$ cat src/rtl/instr_fetch.sv
// instr_fetch: MIPS instruction fetch stage.
// Owns the program counter and issues sequential word fetches to an
// instruction memory with a fixed one-cycle read latency. Returned words are
// buffered in a DEPTH-entry prefetch queue and presented to the decoder as
// {instr, pc} over a valid/ready handshake. A redirect flushes the queue and
// restarts fetch at the new target.
// Optional feature macro: INSTR_FETCH_CNT_EN adds fetch_cnt_o, a count of
// delivered instructions.
`timescale 1ns/1ps

module instr_fetch #(
    parameter logic [31:0] PC_RESET = 32'h0000_0000,
    parameter int          DEPTH    = 2
) (
    input  logic        clk_i,
    input  logic        rst_i,
    output logic        imem_req_o,
    output logic [31:0] imem_addr_o,
    input  logic [31:0] imem_data_i,
    input  logic        redirect_i,
    input  logic [31:0] redirect_pc_i,
    output logic        valid_o,
    input  logic        ready_i,
    output logic [31:0] instr_o,
    output logic [31:0] pc_o,
    output logic [31:0] pc_plus4_o
`ifdef INSTR_FETCH_CNT_EN
    ,
    output logic [31:0] fetch_cnt_o
`endif
);

    localparam int PTR_W = $clog2(DEPTH);
    localparam int CNT_W = PTR_W + 1;

    // Fetch control state.
    logic              run;
    logic [31:0]       fetch_pc;
    logic              inflight;
    logic [31:0]       inflight_pc;

    // Prefetch queue: circular buffer, DEPTH is a power of two so the
    // pointers wrap naturally.
    logic [31:0]       q_instr [DEPTH];
    logic [31:0]       q_pc    [DEPTH];
    logic [PTR_W-1:0]  rd_ptr;
    logic [PTR_W-1:0]  wr_ptr;
    logic [CNT_W-1:0]  count;

    logic              pop;
    logic              push;
    logic              req;
    logic [CNT_W:0]    level;

    // The low two bits of the redirect target are forced to zero.
    logic              unused_rpc_bits;
    assign unused_rpc_bits = ^redirect_pc_i[1:0];

    // Handshake, request and push qualification.
    // An in-flight word can only be discarded in its own response cycle,
    // because no request issues during a redirect; redirect_i itself
    // therefore acts as the kill qualifier for the returning word.
    always_comb begin
        // NOTE: every signal gets a default first so no path leaves one unassigned (no latch).
        valid_o = 1'b0;
        pop     = 1'b0;
        push    = 1'b0;
        req     = 1'b0;
        level   = '0;

        valid_o = (count != '0);
        pop     = valid_o & ready_i;
        level   = {1'b0, count} + {{CNT_W{1'b0}}, inflight};
        req     = run & ~redirect_i & ((level < (CNT_W+1)'(DEPTH)) | pop);
        push    = inflight & ~redirect_i;
    end

    assign imem_req_o  = req;
    assign imem_addr_o = fetch_pc;
    assign instr_o     = q_instr[rd_ptr];
    assign pc_o        = q_pc[rd_ptr];
    assign pc_plus4_o  = pc_o + 32'd4;

    // Program counter, run flag and in-flight request tracking.
    always_ff @(posedge clk_i or negedge rst_i) begin
        // NOTE: sequential state uses non-blocking assignments so all flops update together at the edge.
        if (!rst_i) begin
            run         <= 1'b0;
            fetch_pc    <= PC_RESET;
            inflight    <= 1'b0;
            inflight_pc <= '0;
        end else begin
            run <= 1'b1;
            if (redirect_i) begin
                fetch_pc <= {redirect_pc_i[31:2], 2'b00};
            end else if (req) begin
                fetch_pc <= fetch_pc + 32'd4;
            end
            inflight <= req;
            if (req) begin
                inflight_pc <= fetch_pc;
            end
        end
    end

    // Queue pointers and occupancy; a redirect empties the queue.
    always_ff @(posedge clk_i or negedge rst_i) begin
        if (!rst_i) begin
            rd_ptr <= '0;
            wr_ptr <= '0;
            count  <= '0;
        end else if (redirect_i) begin
            rd_ptr <= '0;
            wr_ptr <= '0;
            count  <= '0;
        end else begin
            if (push) begin
                wr_ptr <= wr_ptr + PTR_W'(1);
            end
            if (pop) begin
                rd_ptr <= rd_ptr + PTR_W'(1);
            end
            case ({push, pop})
                2'b10:   count <= count + CNT_W'(1);
                2'b01:   count <= count - CNT_W'(1);
                default: count <= count;
            endcase
        end
    end

    // Queue storage: capture the returning word with the pc it was fetched from.
    always_ff @(posedge clk_i or negedge rst_i) begin
        // NOTE: the storage is reset because instr_o/pc_o must read zero out of reset; it is only DEPTH entries.
        if (!rst_i) begin
            for (int i = 0; i < DEPTH; i++) begin
                q_instr[i] <= '0;
                q_pc[i]    <= '0;
            end
        end else if (push) begin
            q_instr[wr_ptr] <= imem_data_i;
            q_pc[wr_ptr]    <= inflight_pc;
        end
    end

`ifdef INSTR_FETCH_CNT_EN
    // Delivered-instruction counter; survives redirects, cleared only by reset.
    always_ff @(posedge clk_i or negedge rst_i) begin
        if (!rst_i) begin
            fetch_cnt_o <= '0;
        end else if (pop) begin
            fetch_cnt_o <= fetch_cnt_o + 32'd1;
        end
    end
`endif

endmodule

$ cat config.mk
export PLATFORM = sky130hd
export DESIGN_NAME = instr_fetch
export DESIGN_NICKNAME = d
export VERILOG_FILES = /design/src/rtl/instr_fetch.sv
export SDC_FILE = /design/constraint.sdc
export NUM_CORES = 1
export LEC_CHECK = 0
export ABC_AREA = 1
export CAP_MARGIN = 15
export CORE_MARGIN = 4
export CORE_UTILIZATION = 45
export DETAILED_ROUTE_END_ITERATION = 10
export PLACE_DENSITY = 0.8
export SKIP_CTS_REPAIR_TIMING = 1
export SLEW_MARGIN = 20
export SYNTH_ARGS = -nofsm -noshare
export SYNTH_HDL_FRONTEND = slang
export SYNTH_SLANG_ARGS = --single-unit
$ cat constraint.sdc
create_clock -name clk_i -period 3.95 [get_ports clk_i]
set_input_delay 0.79 -clock clk_i [delete_from_list [all_inputs] [get_ports clk_i]]
set_output_delay 0.79 -clock clk_i [all_outputs]
set_load 0.03 [all_outputs]
==> results of run 1 <==
==> metrics by stage <==
stage               TNS, ns  cells
CTS                 -0.0410   1775
global placement          0   1743
global route              0   1775
finish                    0   1775
floorplan                 0   1330
detailed placement        0   1743
==> cell usage in the layout, fill, tap and decap left out, types with 2 or more instances in the layout <==
cell and n:
conb_1 7, xnor2_1 6, o211ai_1 5, buf_12 4, inv_6 4, nor3_1 3
dlymetal6s2s_1 3, buf_6 3, dfrtp_1 189, clkbuf_16 17, clkinvlp_4 4, inv_2 3
nand2_4 2, o21ai_0 168, nand3_1 67, xor2_1 22, nor2_2 10, a21oi_1 4
buf_4 7, ha_1 2, clkinv_4 5, nand2_1 524, nand2_2 21, nor3b_1 3
nor2_1 76, o21ai_1 5, nand3b_1 2, nand4_1 2, clkdlybuf4s50_1 184, inv_1 134
==> critical path, stage by stage, from the launching register on <==
cell	delay [ns]
dfrtp_2	0.48
clkinv_4	0.08
buf_6	0.24
nand2_1	0.08
nand2_1	0.24
nand2_1	0.12
nor2_1	0.16
nand2_1	0.07
nor2_1	0.19
nand3_1	0.10
nand2_1	0.08
clkdlybuf4s50_1	0.67
==> worst paths after layout <==
kind,to,cells after the start,from,slack [ns]
worst max-delay path,pc_plus4_o[27],11,rd_ptr,0.22
worst min-delay path,q_instr[55],1,rst_i,0.43
worst max register to register,imem_addr_o[15],9,count[0],1.77
worst min register to register,q_instr[52],2,q_instr[52],0.48
max in group asynchronous,q_pc[2],2,rst_i,2.71
min in group clk_i,q_instr[52],2,q_instr[52],0.48
==> cell type report <==
| cell class | instances | share of cell area |
|---|---|---|
| Multi-Input combinational cell | 939 | 0.336 |
| Clock buffer | 17 | 0.0342 |
| Clock inverter | 15 | 0.0127 |
| Sequential cell | 190 | 0.383 |
| Timing Repair Buffer | 201 | 0.165 |
| Tap cell | 275 | 0.0277 |
| Inverter | 138 | 0.0421 |
==> layer usage <==
layer  share of wire  wire (um)  GRT usage  vias to the layer above
met1            0.46      11700      0.306                     4047
met2            0.47      12000      0.337                      254
met4           0.016        398     0.0572                        0
met5               0          0          0                        -
li1                -          -          -                     4413
met3           0.055       1410     0.0384                       36
==> flip-flops by register name, indices dropped and copies added (netlist names) <==
register,count
q_instr,64
q_pc,60
imem_addr_o,30
inflight_pc,30
count,2
inflight,1
rd_ptr,1
run,1
wr_ptr,1
==> where the power goes <==
group	switching, mW	internal (mW)
combinational	2.78	1.65
clock	0.785	0.889
sequential	0.505	2.74
total	4.07	5.28
==> cells by family after synthesis <==
group / after synthesis
flops: 190
fa+ha+maj: 2
simple gates: 715
xor+xnor: 28
other cells: 2
compound gates: 187
buf+inv: 201
==> synth_stat cells, drive strengths merged, types with 3 or more instances <==
cell	count	area (um^2)
nor3	3	15.0
nand2	547	2120
xnor2	6	52.6
a21oi	4	20.0
o21ai	174	871
nor2	87	359
o211ai	5	37.5
nand3	68	340
inv	137	514
nor3b	3	22.5
clkbuf	28	105
xor2	22	193
dfrtp	190	4750
buf	35	215
==> flow_results.xml, run 1 <==
<?xml version="1.0" encoding="UTF-8"?>
<metrics>
  <group name="layout">
    <metric name="sequential_cell_area" unit="um^2">4760</metric>
    <metric name="synthToLayoutAreaGrowth" unit="%">27.6</metric>
    <metric name="final_core_utilization" unit="">0.588</metric>
    <metric name="insertedDiodeCount" unit="">0</metric>
    <metric name="multi_input_area" unit="um^2">4180</metric>
    <metric name="final_nets" unit="">1557</metric>
    <metric name="drive_gt1_frac" unit="">0.0593</metric>
    <metric name="num-fill-cells" unit="">1916</metric>
    <metric name="final_area" unit="um^2">12400</metric>
  </group>
  <group name="global_route">
    <metric name="grt_first_pass_wirelength" unit="um">42100</metric>
    <metric name="gr_overflow_total" unit="">0</metric>
    <metric name="via_count_of_the_first_global_routing_pass" unit="">8404</metric>
    <metric name="global_route.usage.total" unit="">0.214</metric>
    <metric name="number_of_antenna_violations_at_the_first_check_in_global_routing" unit="">0</metric>
    <metric name="grt_start_max_net_pins" unit="">93</metric>
  </group>
  <group name="sta">
    <metric name="max_freq" unit="GHz">0.268</metric>
    <metric name="timing.final.ws_setup" unit="ns">0.221</metric>
    <metric name="final-setup-viol-count" unit="">0</metric>
    <metric name="worst_slew_pin_slew" unit="ns">0.885</metric>
    <metric name="slew_violations" unit="">0</metric>
    <metric name="hold_viol" unit="">0</metric>
    <metric name="final.setup_skew" unit="ns">0.0101</metric>
    <metric name="max_slew_margin" unit="">0.410</metric>
    <metric name="final.period_utilization" unit="">0.944</metric>
    <metric name="rsz0062_at_grt" unit="">false</metric>
    <metric name="timing.hold.ws" unit="ns">0.431</metric>
    <metric name="final_period_minus_worst_setup_slack" unit="ns">3.73</metric>
  </group>
  <group name="floorplan">
    <metric name="core_area" unit="um^2">21200</metric>
    <metric name="chipWidth" unit="um">155</metric>
    <metric name="initial_core_util" unit="">0.460</metric>
    <metric name="rows" unit="">53</metric>
    <metric name="io_pins" unit="">198</metric>
    <metric name="dieHeight" unit="um">155</metric>
    <metric name="die_area" unit="um^2">24100</metric>
  </group>
  <group name="worst_setup_path">
    <metric name="worstSetupPathType" unit="">reg -&gt; out</metric>
    <metric name="worst-path-max-fanout" unit="">27</metric>
    <metric name="cp_data_required_time" unit="ns">3.16</metric>
    <metric name="critical_path.startpoint_type" unit="">flip-flop</metric>
    <metric name="worst-endpoint-arrival" unit="ns">2.94</metric>
    <metric name="worst_setup_path_end_kind" unit="">primary output</metric>
  </group>
  <group name="clock_tree">
    <metric name="cts-root-buf" unit="">clkbuf_16</metric>
    <metric name="cts_made_buffers" unit="">17</metric>
    <metric name="tritoncts" unit="">yes</metric>
    <metric name="cts-htree-levels" unit="">4</metric>
    <metric name="longest_clk_path_bufs" unit="">2</metric>
    <metric name="clk_transition_reported_paths" unit="ns">0.07</metric>
    <metric name="cts_sinks" unit="">190</metric>
    <metric name="insertion_delay" unit="ns">0.44</metric>
  </group>
  <group name="synthesis">
    <metric name="post_synth_and_or_nand_nor_area_fraction" unit="">0.298</metric>
    <metric name="synth_compound_area_frac" unit="">0.0983</metric>
    <metric name="yosysUniqueCellTypes" unit="">35</metric>
    <metric name="instance_count_of_the_mapped_netlist" unit="">1325</metric>
    <metric name="async_reset_ff_frac" unit="">1.00</metric>
    <metric name="synth_ff_type" unit="">dfrtp_1</metric>
    <metric name="muxShareOfSynthArea" unit="">0</metric>
    <metric name="netlist_area" unit="um^2">9740</metric>
    <metric name="synth_fa_ha_area_frac" unit="">0.00257</metric>
    <metric name="synthXorXnorAreaFrac" unit="">0.0252</metric>
    <metric name="synth_edf_count" unit="">0</metric>
    <metric name="ys_ff_latch" unit="">190</metric>
    <metric name="seq_area_frac_synth" unit="">0.488</metric>
    <metric name="yosys_warnings" unit="">0</metric>
    <metric name="synth_top_family_by_area" unit="">simple AND/OR/NAND/NOR gates</metric>
    <metric name="syn-mean-instance-area" unit="um^2">7.35</metric>
  </group>
  <group name="placement">
    <metric name="detailed_placer_s_ending_hpwl" unit="um">18200</metric>
    <metric name="place_area" unit="um^2">11800</metric>
    <metric name="post-place-ws" unit="ns">0.436</metric>
    <metric name="io_buf_count" unit="">189</metric>
    <metric name="routability_congestion_estimate" unit="">0.915</metric>
  </group>
  <group name="routing">
    <metric name="detailedRoute.firstPassIterationCount" unit="">5</metric>
    <metric name="avgRoutedWirePerCell" unit="um">14.4</metric>
    <metric name="drc" unit="">0</metric>
    <metric name="ant_nets" unit="">0</metric>
    <metric name="routed-via-count" unit="">8750</metric>
    <metric name="drt-initial-drc-count" unit="">783</metric>
    <metric name="vias_per_cell" unit="">4.93</metric>
    <metric name="drt-total-wl" unit="um">25500</metric>
  </group>
  <group name="run_status">
    <metric name="run_status" unit="">finished clean</metric>
  </group>
  <group name="power_and_ir_drop">
    <metric name="power_density" unit="nW/um^2">752</metric>
    <metric name="finalPower" unit="mW">9.35</metric>
    <metric name="p_leak" unit="nW">5.96</metric>
    <metric name="worst_ir_drop_vdd" unit="uV">374</metric>
  </group>
  <group name="worst_hold_path">
    <metric name="min-delay-path-class" unit="">in -&gt; async</metric>
  </group>
  <group name="run">
    <metric name="max_cap_violations" unit="">0</metric>
  </group>
</metrics>
No activity file was read; power rests on OpenSTA's default activity.
==> run 2, diff against run 1 <==
--- a/config.mk
+++ b/config.mk
@@ -10,6 +10,7 @@
 export CORE_MARGIN = 4
 export CORE_UTILIZATION = 45
 export DETAILED_ROUTE_END_ITERATION = 10
+export GPL_ROUTABILITY_DRIVEN = 0
 export PLACE_DENSITY = 0.8
 export SKIP_CTS_REPAIR_TIMING = 1
 export SLEW_MARGIN = 20
==> flow_results.xml, run 2 (synthesized netlist as in run 1, its figures left out) <==
<?xml version="1.0" encoding="UTF-8"?>
<metrics>
  <group name="run_status">
    <metric name="run_status" unit="">finished clean</metric>
  </group>
  <group name="layout">
    <metric name="layout_common_cells" unit="">524 x nand2_1, 189 x dfrtp_1, 186 x clkdlybuf4s50_1, 168 x o21ai_0, 134 x inv_1</metric>
    <metric name="finalNonFillerCells" unit="">1775</metric>
    <metric name="largest_register_ffs" unit="">64</metric>
    <metric name="top_regs" unit="">q_instr x64, q_pc x60</metric>
    <metric name="mostFrequentLayoutCell" unit="">nand2_1</metric>
    <metric name="drive_gt1_frac" unit="">0.0587</metric>
    <metric name="final_nets" unit="">1557</metric>
    <metric name="top_register" unit="">q_instr</metric>
    <metric name="synthToLayoutAreaGrowth" unit="%">27.2</metric>
    <metric name="insertedDiodeCount" unit="">0</metric>
  </group>
  <group name="power_and_ir_drop">
    <metric name="clkPwrFrac" unit="">0.174</metric>
    <metric name="switching_power" unit="mW">3.99</metric>
    <metric name="power_density" unit="nW/um^2">747</metric>
    <metric name="internal-power" unit="mW">5.27</metric>
    <metric name="sequentialPowerShare" unit="">0.349</metric>
    <metric name="finalPower" unit="mW">9.25</metric>
    <metric name="p_leak" unit="nW">5.91</metric>
    <metric name="p_comb_frac" unit="">0.477</metric>
    <metric name="power_switching_share" unit="">0.431</metric>
    <metric name="worst_ir_drop_vdd" unit="uV">374</metric>
  </group>
  <group name="placement">
    <metric name="detailed_placer_s_ending_hpwl" unit="um">17800</metric>
    <metric name="post-place-cells" unit="">1743</metric>
    <metric name="post-place-ws" unit="ns">0.481</metric>
    <metric name="io_buf_count" unit="">189</metric>
  </group>
  <group name="routing">
    <metric name="ant_nets" unit="">0</metric>
    <metric name="detailedRoute.firstPassIterationCount" unit="">5</metric>
    <metric name="top_layer_used" unit="">met4</metric>
    <metric name="avgRoutedWirePerCell" unit="um">14.0</metric>
    <metric name="vias_per_cell" unit="">4.96</metric>
    <metric name="drt-initial-drc-count" unit="">777</metric>
    <metric name="drc" unit="">0</metric>
    <metric name="routed-via-count" unit="">8812</metric>
    <metric name="routed-wl-met2" unit="um">11300</metric>
    <metric name="drt-total-wl" unit="um">24800</metric>
    <metric name="detail_route.wirelength.met1" unit="um">11500</metric>
    <metric name="dr_wl_met3" unit="um">1550</metric>
  </group>
  <group name="sta">
    <metric name="timing.final.ws_setup" unit="ns">0.198</metric>
    <metric name="timing.setup.tns" unit="ns">0</metric>
    <metric name="final.period_utilization" unit="">0.950</metric>
    <metric name="timing.hold.ws" unit="ns">0.394</metric>
    <metric name="hold_viol" unit="">0</metric>
    <metric name="slew_violations" unit="">0</metric>
    <metric name="worst_slew_pin_slew" unit="ns">0.746</metric>
    <metric name="max_freq" unit="GHz">0.266</metric>
    <metric name="max_slew_margin" unit="">0.503</metric>
    <metric name="final_period_minus_worst_setup_slack" unit="ns">3.75</metric>
    <metric name="rsz0062_at_grt" unit="">true</metric>
    <metric name="final.setup_skew" unit="ns">0.00790</metric>
    <metric name="final-setup-viol-count" unit="">0</metric>
  </group>
  <group name="clock_tree">
    <metric name="longest_clk_path_bufs" unit="">2</metric>
    <metric name="cts_made_buffers" unit="">17</metric>
    <metric name="cts-htree-levels" unit="">4</metric>
    <metric name="insertion_delay" unit="ns">0.42</metric>
    <metric name="cts_sinks" unit="">190</metric>
    <metric name="tritoncts" unit="">yes</metric>
    <metric name="cts-root-buf" unit="">clkbuf_16</metric>
    <metric name="clk_transition_reported_paths" unit="ns">0.06</metric>
  </group>
  <group name="worst_setup_path">
    <metric name="worstSetupPathType" unit="">reg -&gt; out</metric>
    <metric name="worst-endpoint-arrival" unit="ns">2.96</metric>
    <metric name="critical_path.startpoint_type" unit="">flip-flop</metric>
    <metric name="cp_data_required_time" unit="ns">3.16</metric>
    <metric name="worst_setup_path_end_kind" unit="">primary output</metric>
    <metric name="worst-path-max-fanout" unit="">6</metric>
  </group>
  <group name="global_route">
    <metric name="number_of_antenna_violations_at_the_first_check_in_global_routing" unit="">0</metric>
    <metric name="gr_overflow_total" unit="">0</metric>
    <metric name="global_route.usage.total" unit="">0.206</metric>
    <metric name="grt_start_max_net_pins" unit="">83</metric>
    <metric name="grt_first_pass_wirelength" unit="um">40600</metric>
    <metric name="via_count_of_the_first_global_routing_pass" unit="">8222</metric>
  </group>
  <group name="floorplan">
    <metric name="rows" unit="">53</metric>
    <metric name="die_area" unit="um^2">24100</metric>
    <metric name="core_area" unit="um^2">21200</metric>
    <metric name="dieHeight" unit="um">155</metric>
    <metric name="chipWidth" unit="um">155</metric>
    <metric name="initial_core_util" unit="">0.460</metric>
    <metric name="io_pins" unit="">198</metric>
  </group>
  <group name="worst_hold_path">
    <metric name="min-delay-path-class" unit="">in -&gt; async</metric>
  </group>
  <group name="run">
    <metric name="max_cap_violations" unit="">0</metric>
  </group>
</metrics>
==> run 2: cell type report <==
cell class | count | area [um^2]
fillers | 1908 | 8770
repair buffers | 201 | 2020
well taps | 275 | 344
clock buffers | 19 | 443
multi-input cells | 939 | 4180
flip-flops and latches | 190 | 4760
clock inverters | 13 | 118
inverters | 138 | 523
==> run 2: through the flow <==
step                      utilization  area (um^2)
after floorplan                     -         9760
after CTS                       0.585        12400
after global routing            0.585        12400
final                           0.585        12400
after global placement          0.558        11800
after detailed placement        0.558        11800
==> run 2: power by group through the flow <==
stage | Combinational (mW) | Sequential, mW | Clock [mW]
floorplan | 2.70 | 3.24 | 0
global placement | 4.36 | 3.21 | 0
detailed placement | 4.44 | 3.25 | 0
CTS | 4.46 | 3.22 | 1.64
global route | 4.82 | 3.32 | 1.74
finish | 4.42 | 3.23 | 1.61
==> run 2: path summary, 6_finish.rpt <==
kind | startpoint | to | slack (ns) | cells past startpoint
worst max-delay path | rd_ptr | pc_plus4_o[26] | 0.20 | 11
worst min-delay path | rst_i | q_instr[26] | 0.39 | 1
worst max register to register | count[1] | imem_addr_o[15] | 1.73 | 9
worst min register to register | q_pc[2] | q_pc[2] | 0.48 | 2
max in group asynchronous | rst_i | imem_addr_o[18] | 2.72 | 2
min in group clk_i | q_pc[2] | q_pc[2] | 0.48 | 2
==> run 2: worst max-delay path: stages (launching register included) <==
cell             delay, ns
dfrtp_2               0.46
o21ai_2               0.30
inv_1                 0.10
ha_1                  0.30
nand3_1               0.25
inv_1                 0.11
nand2_1               0.13
inv_1                 0.07
nand2_1               0.07
nand2_1               0.05
nand2_1               0.06
clkdlybuf4s50_1       0.66
==> run 2: layer usage <==
layer,vias up,track usage
met3,33,0.0401
met2,287,0.319
li1,4409,-
met1,4083,0.296
met5,-,0
met4,0,0.0572
==> run 3, diff against run 2 <==
--- a/config.mk
+++ b/config.mk
@@ -13,7 +13,8 @@
 export GPL_ROUTABILITY_DRIVEN = 0
 export PLACE_DENSITY = 0.8
 export SKIP_CTS_REPAIR_TIMING = 1
-export SLEW_MARGIN = 20
+export SLEW_MARGIN = 25
 export SYNTH_ARGS = -nofsm -noshare
 export SYNTH_HDL_FRONTEND = slang
 export SYNTH_SLANG_ARGS = --single-unit
+export TNS_END_PERCENT = 50
==> results of run 3 <==
The final DEF is identical to that of run 2; final timing and power are the same.
